## config.mk

```make
export PLATFORM = sky130hd
export DESIGN_NAME = led_sequencer
export DESIGN_NICKNAME = d
export VERILOG_FILES = /design/src/rtl/led_seq_pkg.sv /design/src/rtl/led_sequencer_tick_gen.sv /design/src/rtl/led_sequencer.sv
export SDC_FILE = /design/constraint.sdc
export NUM_CORES = 1
export LEC_CHECK = 0
export CAP_MARGIN = 40
export CORE_ASPECT_RATIO = 0.5
export CORE_UTILIZATION = 45
export DETAILED_ROUTE_END_ITERATION = 7
export PLACE_DENSITY = 0.71
export SYNTH_ARGS = -nofsm -noshare
export SYNTH_HDL_FRONTEND = slang
export SYNTH_SLANG_ARGS = --single-unit
```

## constraint.sdc

```tcl
create_clock -name CLK -period 4.7 [get_ports CLK]
set_input_delay 0.705 -clock CLK [delete_from_list [all_inputs] [get_ports CLK]]
set_output_delay 0.705 -clock CLK [all_outputs]
set_load 0.005 [all_outputs]
```

## src/rtl/led_seq_pkg.sv

```systemverilog
// Shared definitions for the LED sequencer: mode encodings and widths.
package led_seq_pkg;

  localparam int MODE_W = 2;

  typedef enum logic [MODE_W-1:0] {
    MODE_OFF   = 2'd0,
    MODE_BLINK = 2'd1,
    MODE_CHASE = 2'd2,
    MODE_FADE  = 2'd3
  } mode_e;

  // Mode rotation order: OFF -> BLINK -> CHASE -> FADE -> OFF.
  function automatic mode_e next_mode(input mode_e m);
    case (m)
      MODE_OFF:   return MODE_BLINK;
      MODE_BLINK: return MODE_CHASE;
      MODE_CHASE: return MODE_FADE;
      default:    return MODE_OFF;
    endcase
  endfunction

endpackage

```

## src/rtl/led_sequencer_tick_gen.sv

```systemverilog
// Step-rate prescaler: counts 0..DIV-1 while enabled and flags the last count.
module tick_gen #(
  parameter int DIV = 4
) (
  input  logic CLK,
  input  logic RST,
  input  logic EN,
  input  logic CLR,
  output logic TICK
);

  localparam int CNT_W = (DIV > 1) ? $clog2(DIV) : 1;
  localparam logic [CNT_W-1:0] LAST = CNT_W'(DIV - 1);

  logic [CNT_W-1:0] r_cnt;
  logic             w_last;

  assign w_last = (r_cnt == LAST);

  // Prescaler count: clear wins over counting; disabled holds the value.
  // NOTE: sequential state uses non-blocking (<=) so every flop samples pre-edge values.
  always_ff @(posedge CLK or posedge RST) begin
    if (RST)      r_cnt <= '0;
    else if (CLR) r_cnt <= '0;
    else if (EN)  r_cnt <= w_last ? '0 : r_cnt + 1'b1;
  end

  // Tick is suppressed while disabled so a frozen count cannot re-fire it.
  assign TICK = EN & w_last;

endmodule

```

## src/rtl/led_sequencer.sv

```systemverilog
// LED pattern sequencer: mode FSM, step counter, fade PWM and registered LED mux.
module led_sequencer
  import led_seq_pkg::*;
#(
  parameter int CLK_HZ   = 12000000,
  parameter int STEP_HZ  = 10,
  parameter int PWM_BITS = 4
) (
  input  logic              CLK,
  input  logic              RST,
  input  logic              ENABLE,
  input  logic              MODE_NEXT,
  output logic              LED0,
  output logic              LED1,
  output logic              LED2,
  output logic              LED3,
  output logic [MODE_W-1:0] MODE,
  output logic              TICK
);

  localparam int DIV    = CLK_HZ / STEP_HZ;
  localparam int STEP_W = PWM_BITS + 1;

  mode_e               r_mode;
  mode_e               w_mode_nxt;
  logic                w_adv;
  logic                w_tick;
  logic [STEP_W-1:0]   r_step;
  logic [PWM_BITS-1:0] r_pwm;
  logic [PWM_BITS-1:0] w_duty;
  logic [3:0]          r_led;
  logic [3:0]          w_led_nxt;

  // Mode requests are only honoured while the sequencer is enabled.
  assign w_adv = ENABLE & MODE_NEXT;

  tick_gen #(.DIV(DIV)) u_tick_gen (
    .CLK  (CLK),
    .RST  (RST),
    .EN   (ENABLE),
    .CLR  (w_adv),
    .TICK (w_tick)
  );

  // Mode state register.
  always_ff @(posedge CLK or posedge RST) begin
    if (RST) r_mode <= MODE_OFF;
    else     r_mode <= w_mode_nxt;
  end

  // Mode next-state: advance one position per accepted request.
  // NOTE: assigning a default first keeps every path assigned, so no latch is inferred.
  always_comb begin
    w_mode_nxt = r_mode;
    if (w_adv) w_mode_nxt = next_mode(r_mode);
  end

  // Step counter: a mode change restarts the pattern and beats a coincident tick.
  always_ff @(posedge CLK or posedge RST) begin
    if (RST)         r_step <= '0;
    else if (w_adv)  r_step <= '0;
    else if (w_tick) r_step <= r_step + 1'b1;
  end

  // Free-running PWM phase counter for the fade mode.
  always_ff @(posedge CLK or posedge RST) begin
    if (RST) r_pwm <= '0;
    else     r_pwm <= r_pwm + 1'b1;
  end

  // Triangle duty: ramp up on the lower half of the step range, down on the upper.
  assign w_duty = r_step[PWM_BITS] ? ~r_step[PWM_BITS-1:0] : r_step[PWM_BITS-1:0];

  // LED pattern selection from the current mode and step.
  always_comb begin
    w_led_nxt = '0;
    if (ENABLE) begin
      case (r_mode)
        MODE_BLINK: w_led_nxt = {4{r_step[0]}};
        MODE_CHASE: w_led_nxt = 4'b0001 << r_step[1:0];
        MODE_FADE:  w_led_nxt = {4{(r_pwm < w_duty)}};
        default:    w_led_nxt = '0;
      endcase
    end
  end

  // Registered LED drives.
  always_ff @(posedge CLK or posedge RST) begin
    if (RST) r_led <= '0;
    else     r_led <= w_led_nxt;
  end

  assign {LED3, LED2, LED1, LED0} = r_led;
  assign MODE = r_mode;
  assign TICK = w_tick;

endmodule
```

==> impl_metrics.sql <==
INSERT INTO impl_metrics (metric_group, metric, value, unit) VALUES
('global_routing', 'overflow', '0', ''),
('critical_path', 'worst-r2r-cell-count', '5', ''),
('critical_path', 'slowest_delay', '0.55', 'ns'),
('critical_path', 'timing.critical_path.cells', 'clkdlybuf4s50_1 -> nand4_4 -> or3_1 -> nor2_1 -> clkdlybuf4s50_1', ''),
('route', 'vias', '1699', ''),
('finish', 'seq_area', '900.9', 'sq um'),
('cts', 'cts-buffers-inserted', '5', ''),
('cts', 'clk-insertion-delay-late', '0.29', 'ns'),
('timing', 'setup_viol', '0', ''),
('timing', 'aggregate_negative_setup_slack', '0', 'ns'),
('logic_synthesis', 'synth_cell_types', '44', ''),
('logic_synthesis', 'ys_seq_elements', '36', ''),
('logic_synthesis', 'synth.top_cells.by_area', 'sky130_fd_sc_hd__dfrtp_1 42%, sky130_fd_sc_hd__ha_1 7.6%, sky130_fd_sc_hd__a21oi_1 3.7%', ''),
('logic_synthesis', 'syn_inst', '230', ''),
('timing', 'rsz0062_at_grt', 'false', ''),
('critical_path', 'cp_num_buf_inv', '2', ''),
('global_routing', 'grt_use_total', '18.72', '%'),
('route', 'initialDrtViolationCount', '75', ''),
('die', 'fp.dieH', '50.89', 'microns'),
('critical_path', 'startpoint', 'ENABLE', ''),
('hold_path', 'worstHoldPathType', 'register to register', ''),
('die', 'start_util', '47.92', '%'),
('pwr', 'peakVddDrop', '0.09772', 'mV'),
('route', 'wirelength', '4170', 'microns'),
('logic_synthesis', 'synth_top_area_share', '41.88', '%'),
('timing', 'clock.fmax', '0.2968', 'GHz'),
('critical_path', 'setup_cp_type', 'input pin to output pin', ''),
('logic_synthesis', 'syn_avg_cell_area', '9.351', 'sq um'),
('finish', 'multi_input_area', '1140', 'sq um'),
('finish', 'drive_above_1_share', '7.917', '%'),
('timing', 'timing_worst_slew_pin_value', '0.6022', 'ns'),
('timing', 'timing.final.hold_violations', '0', ''),
('global_routing', 'wire_length_of_the_first_global_routing_pass', '7458', 'microns'),
('timing', 'post-route-period-util', '71.69', '%'),
('route', 'detail_route.drc_violations', '0', ''),
('die', 'rows', '17', ''),
('logic_synthesis', 'syn_nets', '247', ''),
('timing', 'slew-limit-headroom', '59.29', '%'),
('cts', 'cts_tree', 'done', ''),
('cts', 'ctsHtreeMaxLevel', '2', ''),
('critical_path', 'critPathMostFrequentCell', 'sky130_fd_sc_hd__clkdlybuf4s50_1', ''),
('global_routing', 'grt_antenna_before_repair', '0', ''),
('timing', 'clock-skew-final', '0.007515', 'ns'),
('finish', 'fin_nets', '256', ''),
('logic_synthesis', 'yosysWarningCount', '0', ''),
('critical_path', 'timing.critical_path.to', 'TICK', ''),
('cts', 'ctsHoldBuffers', '0', ''),
('critical_path', 'required', '3.99', 'ns'),
('cts', 'cts.reportedPaths.clkPinSlew', '0.07', 'ns'),
('route', 'postRouteAntennaNets', '0', ''),
('critical_path', 'highest_delay_cell_along_the_critical_path', 'sky130_fd_sc_hd__clkdlybuf4s50_1', ''),
('logic_synthesis', 'dominantRegCellSynth', 'sky130_fd_sc_hd__dfrtp_1', ''),
('place', 'placement.cell_area', '2306', 'sq um'),
('pwr', 'cellLeakagePower', '0.0009964', 'uW'),
('logic_synthesis', 'post_synth_instance_area', '2151', 'sq um'),
('critical_path', 'largest_fanout_on_the_critical_path', '9', ''),
('place', 'port-buffer-count', '10', ''),
('route', 'first_pass_iters', '4', ''),
('cts', 'clock_sink_count', '36', ''),
('run_status', 'status', 'finished, final reports clean', ''),
('global_routing', 'first_global_vias', '1657', ''),
('logic_synthesis', 'share_of_async_settable_or_async_resettable_flops_after_synthesis', '100.0', '%'),
('critical_path', 'worstSetupStartpointType', 'input pin', ''),
('cts', 'post_cts.repair.setup_buffers', '0', ''),
('global_routing', 'grt_start_max_net_pins', '37', ''),
('critical_path', 'timing.rr.end', 'u_tick_gen.r_cnt[17]$_DFFE_PP0P_', ''),
('die', 'die_x', '99.77', 'microns'),
('die', 'fp.coreArea', '4488', 'sq um'),
('critical_path', 'crit_path_end_kind', 'output pin', ''),
('pwr', 'power-per-cell-area', '290.9', 'nW/um^2'),
('critical_path', 'r2r_setup_slack', '2.52', 'ns');
-- power breakdown --
group	total, uW	leakage (uW)	internal (uW)	switching (uW)
logic	114	0.000460	53.4	60.2
registers	358	0.000486	330	27.8
clock network	227	0.0000510	117	110
total	698	0.000996	500	198
-- flip-flops by register name (all words and copies together) (netlist names) --
register          flops
MODE                  2
r_led                 4
r_pwm                 4
r_step                5
u_tick_gen.r_cnt     21
-- metal layers --
layer  global-route usage (%)  up-vias  wire length [microns]
met5                        0        -                      0
met4                    4.902        0                      0
met3                    4.241        0                    143
met2                    30.80       26                   1899
met1                    25.20      819                   2128
li1                         -      854                      -
-- how the worst min path moves through the flow --
stage / startpoint / to / slack, ns / depth (start not counted)
after global placement: r_pwm[0]$_DFF_PP0_ / r_pwm[0]$_DFF_PP0_ / 0.46 / 1
after global routing: r_pwm[0]$_DFF_PP0_ / r_pwm[0]$_DFF_PP0_ / 0.51 / 1
after detailed placement: r_pwm[0]$_DFF_PP0_ / r_pwm[0]$_DFF_PP0_ / 0.47 / 1
after floorplan: r_pwm[0]$_DFF_PP0_ / r_pwm[0]$_DFF_PP0_ / 0.44 / 1
final: r_pwm[0]$_DFF_PP0_ / r_pwm[0]$_DFF_PP0_ / 0.47 / 1
after CTS: r_pwm[0]$_DFF_PP0_ / r_pwm[0]$_DFF_PP0_ / 0.48 / 1
-- cells in the final DEF, fill, tap and decap left out, types with 4 or more instances in the layout --
cell type	count
sky130_fd_sc_hd__clkbuf_8	6
sky130_fd_sc_hd__or4_1	4
sky130_fd_sc_hd__nand4_1	6
sky130_fd_sc_hd__a21oi_1	16
sky130_fd_sc_hd__o31ai_1	5
sky130_fd_sc_hd__a22oi_1	6
sky130_fd_sc_hd__clkdlybuf4s50_1	10
sky130_fd_sc_hd__inv_1	16
sky130_fd_sc_hd__o21ai_0	16
sky130_fd_sc_hd__ha_1	13
sky130_fd_sc_hd__xnor2_1	8
sky130_fd_sc_hd__nand2_1	19
sky130_fd_sc_hd__nand3_1	11
sky130_fd_sc_hd__or3_1	7
sky130_fd_sc_hd__dfrtp_1	36
sky130_fd_sc_hd__nor2_1	8
sky130_fd_sc_hd__xor2_1	5
-- final cells by class --
class | count | area share, %
Multi-Input combinational cell | 167 | 47.52
Sequential cell | 36 | 37.56
Timing Repair Buffer | 13 | 5.112
Clock buffer | 6 | 3.443
Tap cell | 66 | 3.443
Inverter | 16 | 2.504
Clock inverter | 2 | 0.4173
-- per-stage QoR --
stage / util, % / setup slack [ns] / hold WS, ns / instances / power (uW)
final: 53.44 / 1.330 / 0.4691 / 306 / 697.6
after global placement: 51.21 / 1.401 / 0.4565 / 297 / 471.5
after floorplan: - / 2.366 / 0.4352 / 230 / 431.7
after CTS: 53.44 / 1.345 / 0.4783 / 306 / 707.7
after global routing: 53.44 / 1.282 / 0.5124 / 306 / 737.2
after detailed placement: 51.38 / 1.358 / 0.4667 / 298 / 477.2
-- kinds of logic after synthesis --
logic type | after synthesis | share of synthesized area (%)
XOR/XNOR | 13 | 5.294
adder cells (fa/ha/maj) | 13 | 7.563
AO/OA/AOI/OAI | 56 | 15.94
AND/OR/NAND/NOR | 83 | 23.27
buffers and inverters | 27 | 5.119
flip-flops | 36 | 41.88
multiplexers | 2 | 0.9308
No activity file was read; power rests on OpenSTA's default activity.
==> patch 1: new RTL, same settings <==
Register the inputs `ENABLE` and `MODE_NEXT` before use, cleared by the reset. The logic sees them one clock later.
--- a/src/rtl/led_sequencer.sv
+++ b/src/rtl/led_sequencer.sv
@@ -21,6 +21,19 @@
   localparam int DIV    = CLK_HZ / STEP_HZ;
   localparam int STEP_W = PWM_BITS + 1;
 
+  logic ENABLE_q;
+  logic MODE_NEXT_q;
+
+  always_ff @(posedge CLK or posedge RST) begin
+    if (RST) begin
+      ENABLE_q    <= '0;
+      MODE_NEXT_q <= '0;
+    end else begin
+      ENABLE_q    <= ENABLE;
+      MODE_NEXT_q <= MODE_NEXT;
+    end
+  end
+
   mode_e               r_mode;
   mode_e               w_mode_nxt;
   logic                w_adv;
@@ -32,12 +45,12 @@
   logic [3:0]          w_led_nxt;
 
   // Mode requests are only honoured while the sequencer is enabled.
-  assign w_adv = ENABLE & MODE_NEXT;
+  assign w_adv = ENABLE_q & MODE_NEXT_q;
 
   tick_gen #(.DIV(DIV)) u_tick_gen (
     .CLK  (CLK),
     .RST  (RST),
-    .EN   (ENABLE),
+    .EN   (ENABLE_q),
     .CLR  (w_adv),
     .TICK (w_tick)
   );
@@ -74,7 +87,7 @@
   // LED pattern selection from the current mode and step.
   always_comb begin
     w_led_nxt = '0;
-    if (ENABLE) begin
+    if (ENABLE_q) begin
       case (r_mode)
         MODE_BLINK: w_led_nxt = {4{r_step[0]}};
         MODE_CHASE: w_led_nxt = 4'b0001 << r_step[1:0];
Check against the original RTL: not equivalent (Yosys sat finds a counterexample within 4 cycles, from zero or initial values and one cycle with RST high).
==> patch 1 against the original RTL <==
- area after synthesis shrank 0.52%
- total power shrank 4.9%
- setup slack gained 0.35 ns
- wire length shrank 4.2%
- sequential cell count grew 2
- clock skew shrank 0.0050 ns
- cell area shrank 0.83%
- via count shrank 2.9%
==> patch 1: results (changes against the original RTL) <==
Critical path
  • Worst EP arrival: 2.32 ns (was 2.66 ns)
  • CP top delay family: simple AND/OR/NAND/NOR gates (was buffers and inverters)
  • Worst reg2reg path endpoint: u_tick_gen.r_cnt[5] (was u_tick_gen.r_cnt[17])
  • Reg-to-reg setup timing slack: 2.57 ns (was 2.52 ns)
  • Slowest Stage Delay on Critical Path: 0.51 ns (was 0.55 ns)
  • Maximum fanout along the worst path: 19 (was 9)

Final layout
  • Synth-to-Final Area Change: 11.2% (was 11.5%)
  • FF/Latch Area: 951 sq um (was 901 sq um)
  • Clock buffer cells: 7 (was 6)
  • Buffer share of cell area: 0.0484 (was 0.0511)
  • Flip-flop and latch count: 38 (was 36)
  • Total Nets Final: 254 (was 256)
  • Multi-Input Combinational: 168 (was 167)
  • Multi-input logic portion of the cell area: 0.466 (was 0.475)

Timing
  • Relative slew slack: 0.581 (was 0.593)
  • Hold Slack: 0.463 ns (was 0.469 ns)
  • Worst Skew: 0.00249 ns (was 0.00751 ns)

Power and ir drop
  • Sw Ratio: 0.261 (was 0.283)
  • Clock power frac: 0.312 (was 0.325)
  • P_leak: 0.954 nW (was 0.996 nW)
  • Logic power comb: 0.0993 mW (was 0.114 mW)
  • Total power: 0.663 mW (was 0.698 mW)

Global routing
  • Global-route track usage on met2: 0.306 (was 0.308)
  • GRT Overall Usage: 0.181 (was 0.187)
  • Met3 GRT Util: 0.0376 (was 0.0424)
  • Vias in the first global route: 1519 (was 1657)
  • M1 GR Usage: 0.230 (was 0.252)
  • Largest net degree at the start of global routing: 39 (was 37)
  • Global-route wire length before repair: 7060 um (was 7460 um)

Synthesis
  • Syn Nets: 240 (was 247)
  • Adder-Cell Fraction of Synth Area: 0.0760 (was 0.0756)
  • Synth Area in XOR/XNOR: 0.0532 (was 0.0529)
  • Synth area leaders: dfrtp_1 44%, ha_1 7.6%, xnor2_1 4.1%, nand2_1 4.0%, o21ai_0 3.5% (was dfrtp_1 42%, ha_1 7.6%, a21oi_1 3.7%, o21ai_0 3.7%, nand2_1 3.3%)
  • Post-synthesis sequential area ratio: 0.444 (was 0.419)
  • Multiplexer share of the synthesized area: 0.0140 (was 0.00931)
  • Commonest cells post-synth: 38 x dfrtp_1, 23 x nand2_1, 16 x nor2_1 (was 36 x dfrtp_1, 19 x nand2_1, 16 x a21oi_1, 16 x inv_1, 16 x o21ai_0)
  • Yosys top cell area share: 0.444 (was 0.419)
  • Synthesized instance count: 223 (was 230)
  • Yosys cell types: 40 (was 44)

Routing
  • Routed wire length: 4000 um (was 4170 um)
  • Met1 Wirelength: 1950 um (was 2130 um)
  • Avg WL per Cell: 13.2 um (was 13.6 um)
  • Via Count: 1649 (was 1699)
  • Iteration-0 DRC Markers: 77 (was 75)
  • Top sig layer: met4 (was met3)

Placed design
  • Place WS: 2.01 ns (was 1.36 ns)
  • Placed inst area: 2300 sq um (was 2310 sq um)
  • Hpwl dp: 2910 um (was 2880 um)

Outcome
  • Status: completed (unchanged)
## patch 1: cell types whose count changed after synthesis, sizes merged, moves of 3 or more
| cell | change |
|---|---|
| o221ai | -3 |
| a22oi | -6 |
| o31ai | +4 |
| nand2 | +4 |
| inv | -4 |
| nor4 | +3 |
| nand2b | +3 |
| nor2 | +8 |
| clkbuf | -4 |
## patch 1: how the worst max path moves through the flow
stage               slack, ns    to  depth (start not counted)           startpoint
floorplan                2.79  TICK                          3  u_tick_gen.r_cnt[7]
global placement         2.05  TICK                          5  u_tick_gen.r_cnt[0]
detailed placement       2.01  TICK                          5  u_tick_gen.r_cnt[0]
CTS                      1.69  TICK                          5  u_tick_gen.r_cnt[0]
global route             1.51  TICK                          5  u_tick_gen.r_cnt[0]
finish                   1.68  TICK                          5  u_tick_gen.r_cnt[0]
==> patch 2: new RTL, same flow settings <==
Made on the original files. `STEP_HZ`: 10 -> 5.
--- a/src/rtl/led_sequencer.sv
+++ b/src/rtl/led_sequencer.sv
@@ -3,7 +3,7 @@
   import led_seq_pkg::*;
 #(
   parameter int CLK_HZ   = 12000000,
-  parameter int STEP_HZ  = 10,
+  parameter int STEP_HZ  = 5,
   parameter int PWM_BITS = 4
 ) (
   input  logic              CLK,
Formal check against the unedited RTL: no difference found for any inputs over 10 cycles, from zero or initial values and one cycle with RST high; that may be too few to reach the edited logic, so the function may still have changed.
==> patch 2 against the original RTL <==
- wire length decreased by 18%
- setup slack better by 0.18 ns
- cell area decreased by 7.5%
- die area is 6.9% lower
- critical path type is now reg2out
- sequential cell count up 1
- highest routed layer is now met4
- area after synthesis is 7.2% lower
- total power decreased by 7.2%
==> patch 2: results (changes against the original RTL) <==
Power and ir drop
  • Logic power comb: 0.0864 mW (was 0.114 mW)
  • Sw Ratio: 0.267 (was 0.283)

Outcome
  • Status: completed (unchanged)

Synthesis
  • Synthesized instance count: 205 (was 230)
  • Multiplexer share of the synthesized area: 0.00501 (was 0.00931)
  • Mean post-synth cell area: 9.74 sq um (was 9.35 sq um)
  • Syn Nets: 222 (was 247)

Final layout
  • FF/Latch Area: 926 sq um (was 901 sq um)
  • Bufs w/o clock: 11 (was 13)
  • Multi-input logic portion of the cell area: 0.453 (was 0.475)
  • Inverters: 8 (was 16)
  • Multi-Input Combinational: 154 (was 167)

Global routing
  • Largest net degree at the start of global routing: 38 (was 37)
  • GRT Overall Usage: 0.178 (was 0.187)
  • Met3 GRT Util: 0.0561 (was 0.0424)
  • M1 GR Usage: 0.226 (was 0.252)
  • Global-route wire length before repair: 6330 um (was 7460 um)

Critical path
  • Worst EP arrival: 2.48 ns (was 2.66 ns)
  • Crit path launch type: flop (was primary input)
  • Worst reg2reg path endpoint: u_tick_gen.r_cnt[9] (was u_tick_gen.r_cnt[17])

Placed design
  • Number of instances in the placed design: 264 (was 298)
  • Placed inst area: 2140 sq um (was 2310 sq um)

Routing
  • Avg WL per Cell: 12.6 um (was 13.6 um)
  • Via-per-instance ratio: 5.31 (was 5.55)
  • Routed wire length: 3420 um (was 4170 um)

Timing
  • Worst Skew: 0.00592 ns (was 0.00751 ns)
-- patch 2: cell count changes after synthesis, sizes merged, moves of 4 or more --
cell	unedited run	this run
or4	5	1
a21oi	16	8
nor2	8	24
a22oi	6	0
o31ai	5	0
o21ai	17	13
inv	16	8
xor2	5	13
-- patch 2: worst min path at each step --
stage | cells after the start | startpoint | slack, ns | endpoint
4_1_cts | 1 | r_pwm[0] | 0.48 | r_pwm[0]
3_5_place_dp | 1 | r_pwm[0] | 0.47 | r_pwm[0]
5_1_grt | 1 | r_pwm[3] | 0.51 | r_pwm[3]
6_report | 1 | r_pwm[0] | 0.47 | r_pwm[0]
3_3_place_gp | 1 | r_pwm[0] | 0.47 | r_pwm[0]
2_1_floorplan | 1 | r_pwm[0] | 0.44 | r_pwm[0]
-- patch 2: worst max-delay path, cell delays in order (launching register included) --
cell	delay [ns]
dfrtp_1	0.43
nor4b_1	0.43
nand3b_1	0.16
or4_4	0.51
nor2_1	0.14
clkdlybuf4s50_1	0.51
